==> src/rtl/uart0_tx_regs_if.sv <==
// Load/store bus between the address decoder / memory stage and UART0.
// The master drives the access strobes; the slave (UART0) returns load data.
interface uart0_tx_regs_if #(
  parameter int XLEN = 32
);
  logic            uart_addr_detect;
  logic [XLEN-1:0] uart_addr;
  logic            mem_wr_en;
  logic            mem_rd_en;
  logic [XLEN-1:0] mem_wr_data;
  logic [XLEN-1:0] uart_rd_data;

  modport master (
    output uart_addr_detect, uart_addr, mem_wr_en, mem_rd_en, mem_wr_data,
    input  uart_rd_data
  );

  modport slave (
    input  uart_addr_detect, uart_addr, mem_wr_en, mem_rd_en, mem_wr_data,
    output uart_rd_data
  );
endinterface

==> src/rtl/uart0_tx_regs.sv <==
// UART0 transmitter with memory-mapped registers.
// TXDATA pushes bytes into a small FIFO; a 4-state FSM pops them and sends
// 8N1 frames, LSB first, with a bit period of BAUD_DIV+1 clocks. The divider
// is captured at frame start so reprogramming only affects later frames.
module uart0_tx_regs #(
  parameter int XLEN         = 32,
  parameter int FIFO_DEPTH   = 8,
  parameter int BAUD_DIV_RST = 434
) (
  input  logic               clk,
  input  logic               rst,
  uart0_tx_regs_if.slave     bus,
  output logic               uart_tx,
  output logic               uart_irq
);
  localparam int AW = $clog2(FIFO_DEPTH);
  localparam int CW = AW + 1;

  typedef enum logic [1:0] {S_IDLE, S_START, S_DATA, S_STOP} state_t;

  state_t          state_q, state_d;
  logic [15:0]     baud_cnt_q, baud_cnt_d;
  logic [15:0]     div_lat_q, div_lat_d;
  logic [2:0]      bit_idx_q, bit_idx_d;
  logic [7:0]      shift_q, shift_d;
  logic            uart_tx_q, uart_tx_d;
  logic            irq_q, irq_d;

  logic [7:0]      fifo_mem [FIFO_DEPTH];
  logic [AW-1:0]   wr_ptr_q, wr_ptr_d;
  logic [AW-1:0]   rd_ptr_q, rd_ptr_d;
  logic [CW-1:0]   count_q, count_d;
  logic            ovf_q, ovf_d;
  logic [15:0]     baud_div_q, baud_div_d;
  logic [XLEN-1:0] rd_data_q, rd_data_d;

  logic            pop;
  logic            push;
  logic            wr_txdata;
  logic            fifo_full;
  logic            fifo_empty;
  logic            busy;
  logic [3:0]      count_field;
  logic [1:0]      word_sel;
  logic            unused_bits;

  assign word_sel    = bus.uart_addr[3:2];
  assign fifo_full   = (count_q == CW'(FIFO_DEPTH));
  assign fifo_empty  = (count_q == '0);
  assign busy        = (state_q != S_IDLE);
  assign count_field = 4'(count_q);
  assign wr_txdata   = bus.uart_addr_detect & bus.mem_wr_en & (word_sel == 2'd0);
  // A write into a full FIFO still lands if the FSM frees a slot this cycle.
  assign push        = wr_txdata & (~fifo_full | pop);
  assign unused_bits = ^{bus.uart_addr[XLEN-1:4], bus.uart_addr[1:0],
                         bus.mem_wr_data[XLEN-1:16]};

  // Transmit FSM: frame sequencing, baud timing and the output shifter.
  always_comb begin
    state_d    = state_q;
    baud_cnt_d = baud_cnt_q;
    div_lat_d  = div_lat_q;
    bit_idx_d  = bit_idx_q;
    shift_d    = shift_q;
    pop        = 1'b0;
    case (state_q)
      S_IDLE: begin
        if (!fifo_empty) begin
          pop        = 1'b1;
          shift_d    = fifo_mem[rd_ptr_q];
          div_lat_d  = baud_div_q;
          baud_cnt_d = baud_div_q;
          state_d    = S_START;
        end
      end
      default: begin
        if (baud_cnt_q != 16'd0) begin
          baud_cnt_d = baud_cnt_q - 16'd1;
        end else begin
          baud_cnt_d = div_lat_q;
          case (state_q)
            S_START: begin
              state_d   = S_DATA;
              bit_idx_d = 3'd0;
            end
            S_DATA: begin
              shift_d = {1'b0, shift_q[7:1]};
              if (bit_idx_q == 3'd7) state_d = S_STOP;
              else bit_idx_d = bit_idx_q + 3'd1;
            end
            default: state_d = S_IDLE;
          endcase
        end
      end
    endcase
    case (state_d)
      S_START: uart_tx_d = 1'b0;
      S_DATA:  uart_tx_d = shift_d[0];
      default: uart_tx_d = 1'b1;
    endcase
  end

  // Register file, FIFO bookkeeping and registered load data.
  always_comb begin
    wr_ptr_d   = wr_ptr_q;
    rd_ptr_d   = rd_ptr_q;
    count_d    = count_q;
    ovf_d      = ovf_q;
    baud_div_d = baud_div_q;
    rd_data_d  = rd_data_q;
    if (push) wr_ptr_d = wr_ptr_q + AW'(1);
    if (pop)  rd_ptr_d = rd_ptr_q + AW'(1);
    count_d = count_q + CW'(push) - CW'(pop);
    if (wr_txdata && fifo_full && !pop) ovf_d = 1'b1;
    if (bus.uart_addr_detect && bus.mem_wr_en) begin
      if (word_sel == 2'd1 && bus.mem_wr_data[3]) ovf_d = 1'b0;
      if (word_sel == 2'd2) baud_div_d = bus.mem_wr_data[15:0];
    end
    if (bus.mem_rd_en) begin
      rd_data_d = '0;
      if (bus.uart_addr_detect) begin
        case (word_sel)
          2'd1:    rd_data_d = XLEN'({count_field, ovf_q, fifo_empty, fifo_full, busy});
          2'd2:    rd_data_d = XLEN'(baud_div_q);
          default: rd_data_d = '0;
        endcase
      end
    end
    irq_d = (count_d == '0) & (state_d == S_IDLE);
  end

  // FIFO storage; contents need no reset because the pointers are flushed.
  always_ff @(posedge clk) begin
    if (push) fifo_mem[wr_ptr_q] <= bus.mem_wr_data[7:0];
  end

  // State registers with synchronous reset.
  always_ff @(posedge clk) begin
    if (rst) begin
      state_q    <= S_IDLE;
      baud_cnt_q <= '0;
      div_lat_q  <= '0;
      bit_idx_q  <= '0;
      shift_q    <= '0;
      uart_tx_q  <= 1'b1;
      irq_q      <= 1'b1;
      wr_ptr_q   <= '0;
      rd_ptr_q   <= '0;
      count_q    <= '0;
      ovf_q      <= 1'b0;
      baud_div_q <= 16'(BAUD_DIV_RST);
      rd_data_q  <= '0;
    end else begin
      state_q    <= state_d;
      baud_cnt_q <= baud_cnt_d;
      div_lat_q  <= div_lat_d;
      bit_idx_q  <= bit_idx_d;
      shift_q    <= shift_d;
      uart_tx_q  <= uart_tx_d;
      irq_q      <= irq_d;
      wr_ptr_q   <= wr_ptr_d;
      rd_ptr_q   <= rd_ptr_d;
      count_q    <= count_d;
      ovf_q      <= ovf_d;
      baud_div_q <= baud_div_d;
      rd_data_q  <= rd_data_d;
    end
  end

  assign uart_tx          = uart_tx_q;
  assign uart_irq         = irq_q;
  assign bus.uart_rd_data = rd_data_q;
endmodule
==> src/flat_wrapper.sv <==
// flat-port wrapper written by rule: the top's interface ports become plain ports
module uart0_tx_regs_flat 
#(
  parameter int XLEN         = 32,
  parameter int FIFO_DEPTH   = 8,
  parameter int BAUD_DIV_RST = 434
)
  (clk, rst, uart_tx, uart_irq, bus_uart_addr_detect, bus_uart_addr, bus_mem_wr_en, bus_mem_rd_en, bus_mem_wr_data, bus_uart_rd_data);
  uart0_tx_regs_if #(.XLEN(XLEN)) bus_i ();
  input  logic clk;
  input  logic rst;
  output logic uart_tx;
  output logic uart_irq;
  input wire logic [$bits(bus_i.uart_addr_detect)-1:0] bus_uart_addr_detect;
  input wire logic [$bits(bus_i.uart_addr)-1:0] bus_uart_addr;
  input wire logic [$bits(bus_i.mem_wr_en)-1:0] bus_mem_wr_en;
  input wire logic [$bits(bus_i.mem_rd_en)-1:0] bus_mem_rd_en;
  input wire logic [$bits(bus_i.mem_wr_data)-1:0] bus_mem_wr_data;
  output wire logic [$bits(bus_i.uart_rd_data)-1:0] bus_uart_rd_data;
  assign bus_i.uart_addr_detect = bus_uart_addr_detect;
  assign bus_i.uart_addr = bus_uart_addr;
  assign bus_i.mem_wr_en = bus_mem_wr_en;
  assign bus_i.mem_rd_en = bus_mem_rd_en;
  assign bus_i.mem_wr_data = bus_mem_wr_data;
  assign bus_uart_rd_data = bus_i.uart_rd_data;
  uart0_tx_regs #(.XLEN(XLEN), .FIFO_DEPTH(FIFO_DEPTH), .BAUD_DIV_RST(BAUD_DIV_RST)) u_core (.clk(clk), .rst(rst), .bus(bus_i), .uart_tx(uart_tx), .uart_irq(uart_irq));
endmodule
==> config.mk <==
export PLATFORM = sky130hd
export DESIGN_NAME = uart0_tx_regs_flat
export DESIGN_NICKNAME = d
export VERILOG_FILES = /design/src/rtl/uart0_tx_regs_if.sv /design/src/rtl/uart0_tx_regs.sv /design/src/flat_wrapper.sv
export SDC_FILE = /design/constraint.sdc
export NUM_CORES = 1
export LEC_CHECK = 0
export ABC_AREA = 1
export CORE_MARGIN = 3
export CORE_UTILIZATION = 56
export CTS_BUF_LIST = sky130_fd_sc_hd__clkbuf_2 sky130_fd_sc_hd__clkbuf_4 sky130_fd_sc_hd__clkbuf_8
export DETAILED_ROUTE_END_ITERATION = 16
export PLACE_DENSITY = 0.82
export SYNTH_ARGS = -nofsm -noshare
export SYNTH_HDL_FRONTEND = slang
export SYNTH_SLANG_ARGS = --single-unit
==> constraint.sdc <==
create_clock -name clk -period 2.9 [get_ports clk]
set_input_delay 0.58 -clock clk [delete_from_list [all_inputs] [get_ports clk]]
set_output_delay 0.58 -clock clk [all_outputs]
set_load 0.01 [all_outputs]
---- Yosys cells after proc, flatten, opt, wreduce, memory -nomap -nowiden ----
Memory sizes are Yosys's and may differ from the RTL's. A register that Yosys moved wholly into a read port is not among the register bits.
Index checks and enable logic that the tools add are counted.
storage, ports and cells
  register bits ........................... 106
  bits in latches ......................... 0
  bits in writable memories ............... 64
  bits in read-only memories .............. 0
  memories kept ........................... 1
operators by class
  add/subtract/negate cells ............... 6
  multiply operators ...................... 0
  div/mod/pow operators ................... 0
  $lt $le $gt $ge ......................... 0
  equal/unequal tests ..................... 11
  shift operators ......................... 0
  multiplexer cells ....................... 26
  bitwise operators ....................... 9
  reductions and logical operators ........ 18
memory list
  memory           depth  bits a word  read ports  clocked after Yosys merged registers in  write ports  RTL line             source
  u_core.fifo_mem  8      8            1           1                                        1            uart0_tx_regs.sv:29  logic [7:0] fifo_mem [FIFO_DEPTH];
operators with widths
  cell                   count
  $mux 16                3
  $mux 32                1
  $mux 8                 4
  $pmux 16 s2            1
  $reduce_bool 16->1     1
  $sub 16x1->16 const B  1
  $add 3x1->3 const B    3
  $mux 3                 3
  $logic_not 4->1        2
  $mux 2                 4
  $mux 1                 7
  $eq 2x1->1 const B     3
  $eq 2x2->1 const B     3
  $logic_not 2->1        3
  $ne 2x2->1 const B     3
  $pmux 3 s2             1
  $reduce_bool 2->1      3
  $add 4x1->4            1
  $and 1x1->1            4
  $eq 4x4->1 const B     1
  $logic_and 1x1->1      4
  $not 1->1              4
  $pmux 2 s2             1
  $reduce_and 2->1       2
  other kinds (7)        7

---- Longest topological paths before layout ----
Gate-level depths: netlist of run 1.
  word-level depth ........................ 9
  depth in mapped cells ................... 17
  mapped depth without buffers ............ 17

---- Worst setup path before layout of run 1 ----
Ideal clock, no wire load.
  kind .................................... register -> register
  from .................................... register u_core.state_q[0]
  to ...................................... register u_core.irq_q (netlist: u_core.uart_irq)
  setup time .............................. 0.069 ns
  data arrival time ....................... 2.378 ns
  required time ........................... 2.831 ns
  slack ................................... 0.453 ns
  cell stages (with the launch flop) ...... 16
  buffers on the path ..................... 2
  period minus slack after synthesis ...... 2.447 ns
  cell sequence ........................... dfxtp_1 -> inv_1 -> ha_1 -> buf_4 -> nand2_2 -> clkbuf_1 -> nand2_1 -> nand2_1 -> ha_1 -> inv_1 -> fa_1 -> xor2_1 -> nand3_1 -> nor2_1 -> nand2_1 -> o21ai_1
between the ends
  longest elaborated chain between the ends .. 8
  elaborated cells on any way between the ends .. 16
  those cells by class .................... 2 x add/sub; 2 x eq/ne; 6 x mux; 3 x bitwise; 3 x reduce/logical
ends and longest elaborated chain
  item                      RTL line              source
  start: declaration        uart0_tx_regs.sv:21   state_t state_q, state_d;
  start signal: assignment  uart0_tx_regs.sv:154  state_q <= state_d;
  $logic_not 2->1           uart0_tx_regs.sv:66   case (state_q)
  $mux 1                    uart0_tx_regs.sv:66
  $or 1x1->1                uart0_tx_regs.sv:54   assign push = wr_txdata & (~fifo_full | pop);
  $and 1x1->1               uart0_tx_regs.sv:54
  $add 4x1->4               uart0_tx_regs.sv:113  count_d = count_q + CW'(push) - CW'(pop);
  $sub 4x1->4               uart0_tx_regs.sv:113
  $logic_not 4->1           uart0_tx_regs.sv:129  irq_d = (count_d == '0) & (state_d == S_IDLE);
  $and 1x1->1 (*)           uart0_tx_regs.sv:129
  end signal: assignment    uart0_tx_regs.sv:160  irq_q <= irq_d;
  end: declaration          uart0_tx_regs.sv:27   logic irq_q, irq_d;
Mark *: on every way between the ends. The rest lies on a longest branch, timed or not.
A chain may end at the register's enable or synchronous reset.

---- Final worst setup path of run 1 ----
  from .................................... input port bus_uart_addr[2]
  to ...................................... register u_core.irq_q (netlist: u_core.uart_irq)
between the ends
  longest elaborated chain between the ends .. 7
ends and longest elaborated chain
  item                RTL line              source
  start: declaration  flat_wrapper.sv:15    input wire logic [$bits(bus_i.uart_addr)-1:0] bus_uart_addr;
  $logic_not 2->1     uart0_tx_regs.sv:52   assign wr_txdata = bus.uart_addr_detect & bus.mem_wr_en & (word_sel == 2'd0);
  $and 1x1->1         uart0_tx_regs.sv:52
  $and 1x1->1         uart0_tx_regs.sv:54
  $add 4x1->4         uart0_tx_regs.sv:113
  $sub 4x1->4         uart0_tx_regs.sv:113
  $logic_not 4->1     uart0_tx_regs.sv:129
  $and 1x1->1         uart0_tx_regs.sv:129
Every way passes these cells.

==> impl_summary.txt, run 1 <==
----------------------------------------------------
[CTS]
  Count of clock tree sinks ... between 150 and 200
  Root Driver ... sky130_fd_sc_hd__clkbuf_8
  Register clock-pin slew on the reported worst setup and hold paths ... 0.08 ns
  Hold buffer count at cts ... 0
  Number of buffers added by the clock tree synthesis step ... 17
  Clock Tree Buf Depth ... 2
  Post CTS Setup Buffer Count ... 0
  CTS tree ... built
  Worst-Skew Late Latency ... 0.45 ns
  H-tree levels ... 4
  # resized after CTS ... 0

[Synth]
  Syn. warnings ... 0
  Cell area after synthesis ... 0.00705 mm2
  Cells taking the most area after synthesis ... sky130_fd_sc_hd__edfxtp_1 27%, sky130_fd_sc_hd__dfxtp_1 26%, sky130_fd_sc_hd__nand2_1 8.5%
  Fraction of the yosys area taken by sequential cells ... 53.7%
  Share of the synthesized area in the top cell type ... between 20% and 30%
  Unique cell type count in the Yosys netlist ... 43
  Count of state elements after synthesis ... about 160
  Synthesized area divided by synthesized cell count ... 8.65 um2
  Dominant synthesized flop cell ... sky130_fd_sc_hd__dfxtp_1
  Post-synth top area cell ... sky130_fd_sc_hd__edfxtp_1
  Cell count after synthesis ... roughly 820
  Post-synth ARST share ... 0%
  Count of flip-flops with a built-in enable after synthesis ... 64

[Global route]
  Antenna violations before repair ... 0
  Pin count of the biggest net entering global routing ... 67
  GR Overflow Total ... 0
  GRT Util Overall ... 21.8%
  Wire length of the first global-routing pass ... 24,400 um
  Number of global-route vias before repair ... 4,928

[Finish]
  Layout overhead on the synthesized area ... 13.6%
  Fraction of layout cells with a size suffix above 1 ... 10.0%
  Area of all placed cells without fillers ... 0.00801 mm2
  Number of antenna repair diodes ... 0
  Fill cell instance count of the final layout ... 1,003
  Total Nets Final ... 950

[STA]
  Worst hold slack ... between 0.4 and 0.5 ns
  Max-slew headroom at the worst pin ... 41.4%
  Clock period minus final worst setup slack ... 2.48 ns
  Transition time of the tightest slew-check pin ... 0.878 ns
  Setup repair after global routing missed its margin ... false
  Count of final setup violators ... 0
  Final count of pins violating max slew ... 0
  Fmax ... 403 MHz
  Crit path setup slack, layout ... 0.420 ns
  Worst Skew ... 0.00719 ns
  Final Hold Fails ... 0
  Part of the cycle the worst path needs ... 85.5%

[Route]
  Average wire per standard cell ... 14.3 um
  Total DRC errors in the routed layout ... 0
  Highest signal layer in the routed design ... met4
  Iteration-0 DRC Markers ... 468
  Via/cell ratio ... approximately 5.3
  Via count ... 5,551
  Total wire length ... 14,900 um
  Wire length on met3 ... just over 900 um
  Number of detailed-routing iterations run before antenna repair ... 5
  Routed length on met1 ... 6930 um
  Number of nets still failing antenna checks after routing ... 0
  Met2 WL ... roughly 6800 um

[Place]
  Worst Setup Slack post-DPL ... -0.0482 ns
  Post-detailed-placement half-perimeter wirelength ... 10,200 um
  Placed standard-cell area ... 0.00761 mm2
  Placer's final routability congestion estimate ... 0.839
  Port Buf Inserts ... 40

[Critical path]
  Cell family with most CP delay ... buffers and inverters
  WP data required ... 3.28 ns
  Type of the worst setup path ... in -> reg
  Stages on worst setup path ... 16
  Largest fanout on the critical path ... 2
  Crit path launch type ... input port
  Number of cells traversed by the worst register-to-register path ... 9
  Buffering stage count on the worst path with inverters included ... 5
  Crit end category ... flip-flop
  Worst-path cell with the longest stage delay ... sky130_fd_sc_hd__clkdlybuf4s50_1
  Crit-path cells ... clkdlybuf4s50_1 > inv_1 > ha_1 > nand2_1 > inv_1 > nor2_1 > inv_1 > nand2_1 > ha_1 > inv_1 > fa_1 > xor2_1 > nand3_1 > nor2_1 > nand2_1 > o21ai_1
  Worst endpoint data arrival time ... 2.86 ns
  Top cell by count, worst path ... sky130_fd_sc_hd__inv_1
  Delay of the slowest critical-path stage ... 0.48 ns

[Worst hold path]
  Type of the tightest min-delay check ... reg -> reg
  Number of cells on the worst hold path ... 2

[Floorplan]
  Effective utilization at floorplan ... between 50% and 60%
  Floorplan die width ... roughly 120 um
  Area of the core ... 0.0122 mm2
  I/O Pins ... slightly above 100
  Area of the die ... 0.0140 mm2
  Placement Rows ... 40
  Chip Height ... 118 um

[Pwr]
  Power density over the cells ... 935 mW/mm2
  Leakage ... about 3.1 nW
  Maximum vdd drop ... just over 0.001 V

[Status]
  Status ... complete, no violations

[Job]
  Count of max-cap constraint violations ... 0

----------------------------------------------------
## state kept, by name (all words and copies together), names as in the netlist, 2 cells and up, named ones only
register	cells
u_core.shift_q	8
u_core.count_field	4
u_core.baud_div_q	16
u_core.wr_ptr_q	3
u_core.state_q	2
u_core.div_lat_q	16
u_core.baud_cnt_q	16
u_core.fifo_mem	64
u_core.rd_ptr_q	3
u_core.bit_idx_q	3
u_core.bus.uart_rd_data	16
## layer usage
metal / global-route usage, % / vias to the layer above
met1: 30.7 / 2596
met5: 0 / -
met3: 5.60 / 21
met4: 6.67 / 0
met2: 33.3 / 155
li1: - / 2779
## where the power goes
group	internal, mW	leakage, nW	switching [mW]	total [mW]
sequential	2.58	1.34	0.235	2.81
clock	0.825	0.195	0.761	1.59
combinational	1.07	1.61	2.02	3.08
## cells by family (layout without fill, tap and decap cells)
logic type | Yosys count | after routing | share of synthesized area, %
AO/OA/AOI/OAI | 180 | 180 | 14.6
AND/OR/NAND/NOR | 329 | 329 | 19.6
flip-flops | 157 | 157 | 53.7
adder cells (fa/ha/maj) | 17 | 17 | 3.12
XOR/XNOR | 9 | 9 | 1.12
other | 1 | 16 | 0.0532
buffers and inverters | 122 | 169 | 7.88
## path summary, 6_finish.rpt
| path | startpoint | end | slack, ns |
|---|---|---|---|
| hold / removal | u_core.div_lat_q[11]$_SDFFE_PP0N_ | u_core.div_lat_q[11]$_SDFFE_PP0N_ | 0.46 |
| setup reg to reg | u_core.state_q[0]$_SDFF_PP0_ | u_core.baud_cnt_q[15]$_SDFFE_PP0P_ | 0.53 |
| setup / recovery | bus_uart_addr[2] | u_core.uart_irq$_SDFF_PP1_ | 0.42 |
| hold reg to reg | u_core.div_lat_q[11]$_SDFFE_PP0N_ | u_core.div_lat_q[11]$_SDFFE_PP0N_ | 0.46 |
## cell usage after synthesis, types with 5 or more instances
library cell,count
sky130_fd_sc_hd__nand2_1,160
sky130_fd_sc_hd__nor2_1,109
sky130_fd_sc_hd__dfxtp_1,93
sky130_fd_sc_hd__o21ai_0,69
sky130_fd_sc_hd__inv_1,66
sky130_fd_sc_hd__a21oi_1,65
sky130_fd_sc_hd__edfxtp_1,64
sky130_fd_sc_hd__nand3_1,37
sky130_fd_sc_hd__buf_4,19
sky130_fd_sc_hd__o211ai_1,19
sky130_fd_sc_hd__clkbuf_1,16
sky130_fd_sc_hd__ha_1,16
sky130_fd_sc_hd__xor2_1,8
sky130_fd_sc_hd__a31oi_1,7
sky130_fd_sc_hd__nand2_2,7
sky130_fd_sc_hd__buf_1,6
sky130_fd_sc_hd__buf_2,6
sky130_fd_sc_hd__nor2_2,6
sky130_fd_sc_hd__o22ai_1,6
sky130_fd_sc_hd__inv_2,5
## tightest hold or removal path: stages, from the launching register on
cell                      delay, ns
sky130_fd_sc_hd__dfxtp_1       0.31
sky130_fd_sc_hd__nand2_1       0.06
sky130_fd_sc_hd__a21oi_1       0.05
## area by class of cell
type,count,area (um2),share of cell area (%)
flip-flops and latches,157,3780,47.3
multi-input cells,551,2770,34.6
repair buffers,64,576,7.19
clock buffers,22,278,3.47
inverters,73,274,3.42
well taps,168,210,2.63
clock inverters,10,118,1.47
## cells in the final DEF, fill, tap and decap left out, drive strengths merged, types with 7 or more instances in the layout
cell type,netlist,routed
a31oi,7,7
inv,71,72
ha,16,16
clkdlybuf4s50,0,39
nor2,119,119
conb,1,16
o211ai,23,23
edfxtp,64,64
buf,33,25
a21oi,66,66
nand2,169,169
nand3,38,38
xor2,8,8
clkbuf,16,22
dfxtp,93,93
o21ai,71,71
## through the flow
| step | util (%) | power [mW] | instances | TNS (ns) |
|---|---|---|---|---|
| detailed placement | 62.6 | 5.91 | 1013 | -0.0482 |
| floorplan | - | 5.17 | 830 | 0 |
| global placement | 62.6 | 5.85 | 1013 | -0.0204 |
| finish | 65.8 | 7.48 | 1045 | 0 |
| CTS | 65.8 | 7.49 | 1045 | 0 |
| global route | 65.8 | 8.07 | 1045 | 0 |
No activity file was read; power rests on OpenSTA's default activity.
==> run 2: changes to the inputs <==
--- a/config.mk
+++ b/config.mk
@@ -9,6 +9,7 @@
 export CORE_MARGIN = 3
 export CORE_UTILIZATION = 56
 export CTS_BUF_LIST = sky130_fd_sc_hd__clkbuf_2 sky130_fd_sc_hd__clkbuf_4 sky130_fd_sc_hd__clkbuf_8
+export CTS_CLUSTER_SIZE = 25
 export DETAILED_ROUTE_END_ITERATION = 16
 export PLACE_DENSITY = 0.82
 export SYNTH_ARGS = -nofsm -noshare
==> constraint.sdc (replaced) <==
create_clock -name clk -period 2.9 [get_ports clk]
set_input_delay 0.58 -clock clk [delete_from_list [all_inputs] [get_ports clk]]
set_output_delay 0.58 -clock clk [all_outputs]
set_load 0.005 [all_outputs]
==> results of run 2 <==
The final DEF is identical to that of run 1. Status: complete, no violations.
Main changes from that run: total power 7.48 mW -> 7.47 mW
